--- config.mk ---
export PLATFORM = sky130hd
export DESIGN_NAME = grid_port_arbiter
export DESIGN_NICKNAME = d
export VERILOG_FILES = /design/src/rtl/grid_port_arbiter.sv
export SDC_FILE = /design/constraint.sdc
export NUM_CORES = 1
export LEC_CHECK = 0
export CORE_ASPECT_RATIO = 0.7
export CORE_MARGIN = 2
export CORE_UTILIZATION = 32
export CTS_BUF_LIST = sky130_fd_sc_hd__clkbuf_16
export DETAILED_ROUTE_END_ITERATION = 16
export PLACE_DENSITY_LB_ADDON = 0.25
export SLEW_MARGIN = 10
export SYNTH_ARGS = -nofsm -noshare
export SYNTH_HDL_FRONTEND = slang
export SYNTH_SLANG_ARGS = --single-unit
--- constraint.sdc ---
create_clock -name clk -period 1.7 [get_ports clk]
set_input_delay 0.425 -clock clk [delete_from_list [all_inputs] [get_ports clk]]
set_output_delay 0.425 -clock clk [all_outputs]
set_load 0.02 [all_outputs]
--- src/rtl/grid_port_arbiter.sv ---
// Two-requester arbiter for the playfield grid memory port A.
// Requester 0 is the game logic, requester 1 the row-clear engine.
// Arbitration is round-robin with an optional ownership lock. Grants,
// address and write data are registered. Read data comes back two
// cycles after the winning request, steered by a small tag pipeline.
module grid_port_arbiter #(
  parameter int GRID_CELLS = 200
) (
  input  logic       clk,
  input  logic       reset,
  input  logic       req0,
  input  logic       we0,
  input  logic       lock0,
  input  logic [7:0] addr0,
  input  logic [7:0] wdata0,
  output logic       gnt0,
  output logic       rvalid0,
  output logic [7:0] rdata0,
  input  logic       req1,
  input  logic       we1,
  input  logic       lock1,
  input  logic [7:0] addr1,
  input  logic [7:0] wdata1,
  output logic       gnt1,
  output logic       rvalid1,
  output logic [7:0] rdata1,
  output logic [7:0] grid_addr,
  output logic [7:0] grid_data,
  output logic       grid_we,
  input  logic [7:0] grid_q,
  output logic       oor_err
);

  localparam logic [8:0] CELL_LIMIT = 9'(GRID_CELLS);

  typedef enum logic [1:0] {IDLE, OWN0, OWN1} state_t;

  state_t     state_q, state_d, eff_state;
  logic       rr_q, rr_d;
  logic       elig0, elig1;
  logic       win0, win1, any_win;
  logic [7:0] sel_addr, sel_wdata;
  logic       sel_we, sel_oor;

  // Read tags: stage 1 aligns with the grant cycle, stage 2 with grid_q.
  logic       p1_valid, p1_id, p1_oor;
  logic       p2_valid, p2_id, p2_oor;

  // Next-state and winner selection. A lapsed lock drops the owner back
  // to IDLE within the same cycle, so that cycle arbitrates as IDLE.
  always_comb begin
    eff_state = state_q;
    if (state_q == OWN0 && !lock0) eff_state = IDLE;
    if (state_q == OWN1 && !lock1) eff_state = IDLE;

    elig0 = req0 && !gnt0;
    elig1 = req1 && !gnt1;
    case (eff_state)
      OWN0:    elig1 = 1'b0;
      OWN1:    elig0 = 1'b0;
      default: ;
    endcase

    win0    = elig0 && (!elig1 || !rr_q);
    win1    = elig1 && !win0;
    any_win = win0 || win1;

    state_d = eff_state;
    if (eff_state == IDLE) begin
      if (win0 && lock0)      state_d = OWN0;
      else if (win1 && lock1) state_d = OWN1;
    end

    rr_d = rr_q;
    if (win0)      rr_d = 1'b1;
    else if (win1) rr_d = 1'b0;

    sel_addr  = win1 ? addr1  : addr0;
    sel_wdata = win1 ? wdata1 : wdata0;
    sel_we    = win1 ? we1    : we0;
    sel_oor   = {1'b0, sel_addr} >= CELL_LIMIT;
  end

  // Owner state and round-robin pointer registers.
  always_ff @(posedge clk or negedge reset) begin
    if (!reset) begin
      state_q <= IDLE;
      rr_q    <= 1'b0;
    end else begin
      state_q <= state_d;
      rr_q    <= rr_d;
    end
  end

  // Registered port A drive and grant pulses; address/data hold when idle.
  always_ff @(posedge clk or negedge reset) begin
    if (!reset) begin
      gnt0      <= 1'b0;
      gnt1      <= 1'b0;
      grid_addr <= '0;
      grid_data <= '0;
      grid_we   <= 1'b0;
      oor_err   <= 1'b0;
    end else begin
      gnt0    <= win0;
      gnt1    <= win1;
      grid_we <= 1'b0;
      oor_err <= 1'b0;
      if (any_win) begin
        grid_addr <= sel_addr;
        grid_data <= sel_wdata;
        grid_we   <= sel_we && !sel_oor;
        oor_err   <= sel_oor;
      end
    end
  end

  // Read tag pipeline; reset clears it so in-flight reads are dropped.
  always_ff @(posedge clk or negedge reset) begin
    if (!reset) begin
      p1_valid <= 1'b0;
      p1_id    <= 1'b0;
      p1_oor   <= 1'b0;
      p2_valid <= 1'b0;
      p2_id    <= 1'b0;
      p2_oor   <= 1'b0;
    end else begin
      p1_valid <= any_win && !sel_we;
      p1_id    <= win1;
      p1_oor   <= sel_oor;
      p2_valid <= p1_valid;
      p2_id    <= p1_id;
      p2_oor   <= p1_oor;
    end
  end

  // Return steering: grid_q passes only to the tagged requester, and only in range.
  always_comb begin
    rvalid0 = p2_valid && !p2_id;
    rvalid1 = p2_valid && p2_id;
    rdata0  = '0;
    rdata1  = '0;
    if (rvalid0 && !p2_oor) rdata0 = grid_q;
    if (rvalid1 && !p2_oor) rdata1 = grid_q;
  end

endmodule

### Word level (Yosys, flattened, before mapping)

Cells that the tools add are included.

* reductions and logical operators: 29
* equal/unequal tests: 4
* order comparisons: 1
* muxes and demuxes: 16

Operator list (count)
* 8-bit two-way mux: 4
* 1-bit logical AND: 14
* 1-bit zero test: 11
* 2-bit two-way mux: 5
* 8-bit greater-or-equal comparator (second input constant): 1
* 1-bit two-way mux: 7
* 2-bit by 1-bit equality test with 1-bit output (second input constant): 2
* 2-bit equality test (second input constant): 2
* 2-bit zero test: 1
* 1-bit logical OR: 2
* 2-bit nonzero test: 1

* bits in registers: 28
* logic and storage cells: 63
* bits of input ports: 48
* output and inout bits: 38

### Logic depth before layout (Yosys ltp)

* depth after elaboration: 16
* mapped depth: 6
* mapped depth without buffers: 5

### Least setup slack after synthesis

Ideal clock, no wire load.

* path type: register -> register
* from: reg gnt0
* to: reg grid_addr[0]
* clock period less this slack: 1.734 ns
* arrival: 1.610 ns
* cell stages (with the launch flop): 7
* path slack: -0.034 ns
* cells stage by stage: dfrtp_1 > or3b_1 > o211ai_4 > inv_4 > buf_6 > a22oi_1 > nand2_1

* cells in the longest elaborated chain, start to end: 7

Ends and longest elaborated chain
* start: declaration: RTL line 16 `output logic gnt0,`
* start signal: assignment: RTL line 105 `gnt0 <= win0;`
* 1-bit zero test (*): RTL line 56 `elig0 = req0 && !gnt0;`
* 1-bit logical AND (*): RTL line 56
* 1-bit two-way mux (*): RTL line 58 `case (eff_state)`
* 1-bit logical AND (*): RTL line 64 `win0 = elig0 && (!elig1 || !rr_q);`
* 1-bit zero test (*): RTL line 65 `win1 = elig1 && !win0;`
* 1-bit logical AND (*): RTL line 65
* named net win1: RTL line 41 `logic win0, win1, any_win;`
* 8-bit two-way mux / 1-bit logical OR (equally long branches): RTL line 78, 66
* end signal: assignment: RTL line 110 `grid_addr <= sel_addr;`
* end: declaration: RTL line 27 `output logic [7:0] grid_addr,`

Mark *: on every way through the listed nets, which the timed path passes. The rest lies on a longest branch.
A chain may end at the register's enable or synchronous reset.

### Worst setup path after layout

* from: reg p2_valid
* to: out rdata0[3]

* cells in the longest elaborated chain, start to end: 3

Ends and longest elaborated chain
* start: declaration: RTL line 47 `logic p2_valid, p2_id, p2_oor;`
* start signal: assignment: RTL line 131 `p2_valid <= p1_valid;`
* 1-bit logical AND: RTL line 139 `rvalid0 = p2_valid && !p2_id;`
* 1-bit logical AND: RTL line 143 `if (rvalid0 && !p2_oor) rdata0 = grid_q;`
* 8-bit two-way mux: RTL line 143
* end: declaration: RTL line 18 `output logic [7:0] rdata0,`

Every way passes these cells.

==> results.py <==
metrics = {
    "outcome": {
        "run_status": "finished, violations left",
        "violations": "negative setup slack",
    },
    "pwr": {
        "worst_voltage_drop_across_the_vdd_grid_mv": 0.702,
        "power.internal_mw": 2.27,
        "switching_share_pct": 34.1,
        "p_total_mw": 3.45,
        "clock_power_share_pct": 19.9,
        "power.density_mw_per_mm2": 1300,
        "sequentialPowerShare_pct": 30.4,
        "p_leak_nw": 1.23,
        "p_sw_mw": 1.18,
        "power.combinational.fraction_pct": 49.7,
    },
    "logic_synthesis": {
        "yosysWarnings": 0,
        "synth_async_sr_flop_share_pct": 100,
        "synth-seq-area-share_pct": 53.2,
        "yosys.area_share.adder_pct": 0,
        "synth_top_family_by_area": "simple AND/OR/NAND/NOR gates",
        "synth_edf_count": 0,
        "dominant_cell_type_by_area_after_synthesis": "sky130_fd_sc_hd__dfrtp_1",
        "synth-main-ff-cell": "sky130_fd_sc_hd__dfrtp_1",
        "synth_top_area_share_pct": 53.2,
        "yosys.area_share.xor_xnor_pct": 0,
        "yosys.area_share.simple_pct": 25.5,
        "synthCells": 132,
        "per_instance_average_area_after_synthesis_um2": 9.97,
        "synth_seq_cells": 28,
        "synth_mux_area_share_pct": 0.760,
        "post-synth-top-count-cell": "sky130_fd_sc_hd__nand2_1",
        "area_fraction_in_compound_gates_after_synthesis_pct": 18.4,
        "ys_types": 22,
        "synth.area.top_cells": "sky130_fd_sc_hd__dfrtp_1, sky130_fd_sc_hd__nand2_1, sky130_fd_sc_hd__and2_1",
        "netlist_top_cells_count": "sky130_fd_sc_hd__nand2_1, sky130_fd_sc_hd__dfrtp_1, sky130_fd_sc_hd__and2_1, sky130_fd_sc_hd__a22oi_1, sky130_fd_sc_hd__a21oi_1",
        "syn-num-nets": 180,
        "mappedNetlistArea_mm2": 0.00132,
    },
    "cells_and_area": {
        "top_regs": "grid_addr x8, grid_data x8, state_q x2",
        "fillerInstances": 318,
        "final_net_count": 294,
        "antenna_cells": 0,
        "final_layout_size_suffix_gt1_share_pct": 33.1,
        "final_cell_area_mm2": 0.00266,
        "finalNonFillerCells": 297,
        "area.growth.synth_to_final_pct": 102,
        "area_occupied_by_multi_input_gates_um2": 696,
        "register_area_um2": 702,
    },
    "route": {
        "sum_of_routed_wire_length_over_all_layers_mm": 4.16,
        "route.detailed.drc": 0,
        "post_drt_wl_per_cell_um": 14.0,
        "antenna_violating_nets_post_route": 0,
        "dr.first_iter.drc_count": 30,
        "via_count": 1423,
        "drt_first_pass_iters": 4,
        "via_per_inst": 4.79,
    },
    "cts": {
        "cts-root-buf": "sky130_fd_sc_hd__clkbuf_16",
        "postCtsHoldBufs": 0,
        "cts_sinks": 28,
        "cts.htree.levels": 1,
        "cts.reportedPaths.clkPinSlew_ps": 70,
        "clock_tree.buffer_depth": 2,
        "cts_made_buffers": 3,
        "cts_tree": "yes",
        "clock_insertion_delay_worst_skew_ps": 260,
    },
    "sta": {
        "finalHoldWorstSlack_ps": 351,
        "fin_crit_ps": 1740,
        "layout_setup_ws_ps": -44.2,
        "fin_skew_ps": 3.35,
        "timing.max_slew.rel_slack_pct": 60.7,
        "max_slew.worst_pin.slew_ps": 583,
        "rsz0062_at_grt": "yes",
        "finalHoldViolCount": 0,
        "setup_viol": 10,
        "timing.fmax_ghz": 0.573,
        "timing.final.max_slew_violations": 0,
        "finalCritPeriodShare_pct": 103,
    },
    "placement": {
        "portBuffers": 85,
        "postPlaceCellArea_mm2": 0.00233,
        "placedCellCount": 281,
        "place_congestion": 0.771,
        "place_hpwl_mm": 2.80,
        "pre_cts_ws_ps": -385,
    },
    "critical_path": {
        "critical-path-slowest-cell": "sky130_fd_sc_hd__dfrtp_1",
        "register_to_register_path_depth": 6,
        "total_buffers_and_inverters_traversed_by_the_critical_path": 3,
        "worstReg2RegStart": "gnt0$_DFF_PN0_",
        "reg2reg_slack_ps": 20,
        "timing.critical_path.mode_cell": "sky130_fd_sc_hd__buf_6",
        "crit_path_start_kind": "register",
        "path_max_fanout": 6,
        "critical_path.reg2reg.endpoint": "grid_addr[7]$_DFFE_PN0P_",
        "worst_ep_arrival_time_ps": 1320,
        "worst-setup-path-type": "reg2out",
        "cp.depth": 5,
        "kind_of_cell_adding_the_most_delay_to_the_critical_path": "flip-flops",
        "critical_path.max_stage_delay_ps": 380,
        "critical_path_required_ps": 1270,
        "path_cells": "nor3b_2, buf_4, buf_6, and2_4, buf_6",
        "cp-end-kind": "primary output",
    },
    "worst_hold_path": {
        "hold_path_startpoint": "p1_valid$_DFF_PN0_",
        "min_path_cells": 0,
        "worst_hold_path_type": "reg2reg",
        "hold_path_end": "p2_valid$_DFF_PN0_",
    },
    "flow_run": {
        "maxCapViolations": 0,
    },
    "global_routing": {
        "grt_overflow_total": 0,
        "antenna_found_initial": 0,
        "grt_first_pass_wirelength_mm": 5.83,
        "grt_start_max_net_pins": 29,
        "grt.total_usage_pct": 16.3,
        "first_global_vias": 1262,
    },
    "floorplan": {
        "i_o_pin_count": 86,
        "design.die.area_mm2": 0.00465,
        "fp.dieH_um": 57.7,
        "die_width_um": 80.7,
        "placement_rows": 19,
        "floorplan.core_area_mm2": 0.00392,
        "initial_utilization_pct": 33.6,
    },
}
[through the flow]
| step | util [%] | setup TNS, ps |
|---|---|---|
| after floorplan | - | -30.6 |
| after global placement | 59.3 | -12990 |
| after detailed placement | 59.3 | -13240 |
| after CTS | 62.6 | -405 |
| after global routing | 67.8 | -753 |
| final | 67.8 | -223 |
[worst max-delay path by stage]
stage                        from                       end
5_1_grt          p2_oor$_DFF_PN0_                 rdata0[7]
3_3_place_gp                 req0  grid_addr[2]$_DFFE_PN0P_
6_report       p2_valid$_DFF_PN0_                 rdata0[3]
2_1_floorplan      gnt0$_DFF_PN0_  grid_addr[0]$_DFFE_PN0P_
4_1_cts        p2_valid$_DFF_PN0_                 rdata0[7]
3_5_place_dp                 req0  grid_data[4]$_DFFE_PN0P_
[cells by family after synthesis]
family / count (synthesis)
AOI/OAI and AO/OA: 32
DFF: 28
muxes: 1
buffers and inverters: 4
and+or+nand+nor: 67
[what timing repair did]
| action | in CTS | in global routing |
|---|---|---|
| pin swaps | 2 | 9 |
| resized for setup | 85 | 56 |
| gates cloned | 2 | 0 |
| setup buffers | 6 | 4 |
| endpoints found under the setup margin | 39 | 33 |
[worst reg2reg max path, cell delays in order (launching register included)]
cell and delay, ps:
sky130_fd_sc_hd__dfrtp_2 430, sky130_fd_sc_hd__or3b_4 410, sky130_fd_sc_hd__o211ai_4 250, sky130_fd_sc_hd__buf_6 150, sky130_fd_sc_hd__inv_6 50, sky130_fd_sc_hd__a21oi_1 200
sky130_fd_sc_hd__a2bb2oi_1 90
[cell usage in the layout, fill, tap and decap left out, drive strengths merged]
| master | netlist | routed |
|---|---|---|
| dlygate4sd2 | 0 | 1 |
| or3b | 1 | 1 |
| clkbuf | 0 | 5 |
| o211ai | 1 | 1 |
| clkdlybuf4s50 | 0 | 63 |
| bufinv | 0 | 1 |
| and2 | 18 | 18 |
| o21ai | 1 | 1 |
| a21oi | 10 | 10 |
| and3 | 1 | 1 |
| inv | 1 | 3 |
| nor3b | 1 | 1 |
| nor2b | 3 | 3 |
| o311ai | 2 | 2 |
| nand2 | 36 | 36 |
| a22oi | 12 | 12 |
| nor2 | 2 | 2 |
| and3b | 2 | 2 |
| dfrtp | 28 | 28 |
| a2bb2oi | 5 | 5 |
| nand2b | 1 | 1 |
| mux2i | 1 | 1 |
| a311oi | 1 | 1 |
| nand3b | 2 | 2 |
| buf | 3 | 41 |
| dlymetal6s2s | 0 | 3 |
[metal layers]
| layer | share of wire (%) | global-route usage (%) | vias up |
|---|---|---|---|
| met4 | 0.87 | 3.63 | 0 |
| met2 | 49 | 27.4 | 52 |
| met5 | 0 | 0 | - |
| met1 | 43 | 20.9 | 675 |
| met3 | 7.2 | 5.30 | 4 |
| li1 | - | - | 692 |
[layout make-up]
class	instances	area share, %
Timing Repair inverter	2	0.565
Multi-Input combinational cell	100	26.2
Tap cell	52	2.45
Timing Repair Buffer	110	40.1
Clock buffer	3	2.82
Sequential cell	28	26.4
Clock inverter	1	1.13
Inverter	1	0.329
[power by group through the flow]
| stage | registers, mW | logic (mW) | clock network, mW |
|---|---|---|---|
| 2_1_floorplan | 1.24 | 0.504 | 0 |
| 3_3_place_gp | 1.04 | 1.45 | 0 |
| 3_5_place_dp | 1.04 | 1.46 | 0 |
| 4_1_cts | 1.04 | 1.53 | 0.698 |
| 5_1_grt | 1.07 | 1.82 | 0.717 |
| 6_report | 1.05 | 1.71 | 0.688 |
No activity file was read; power rests on OpenSTA's default activity.
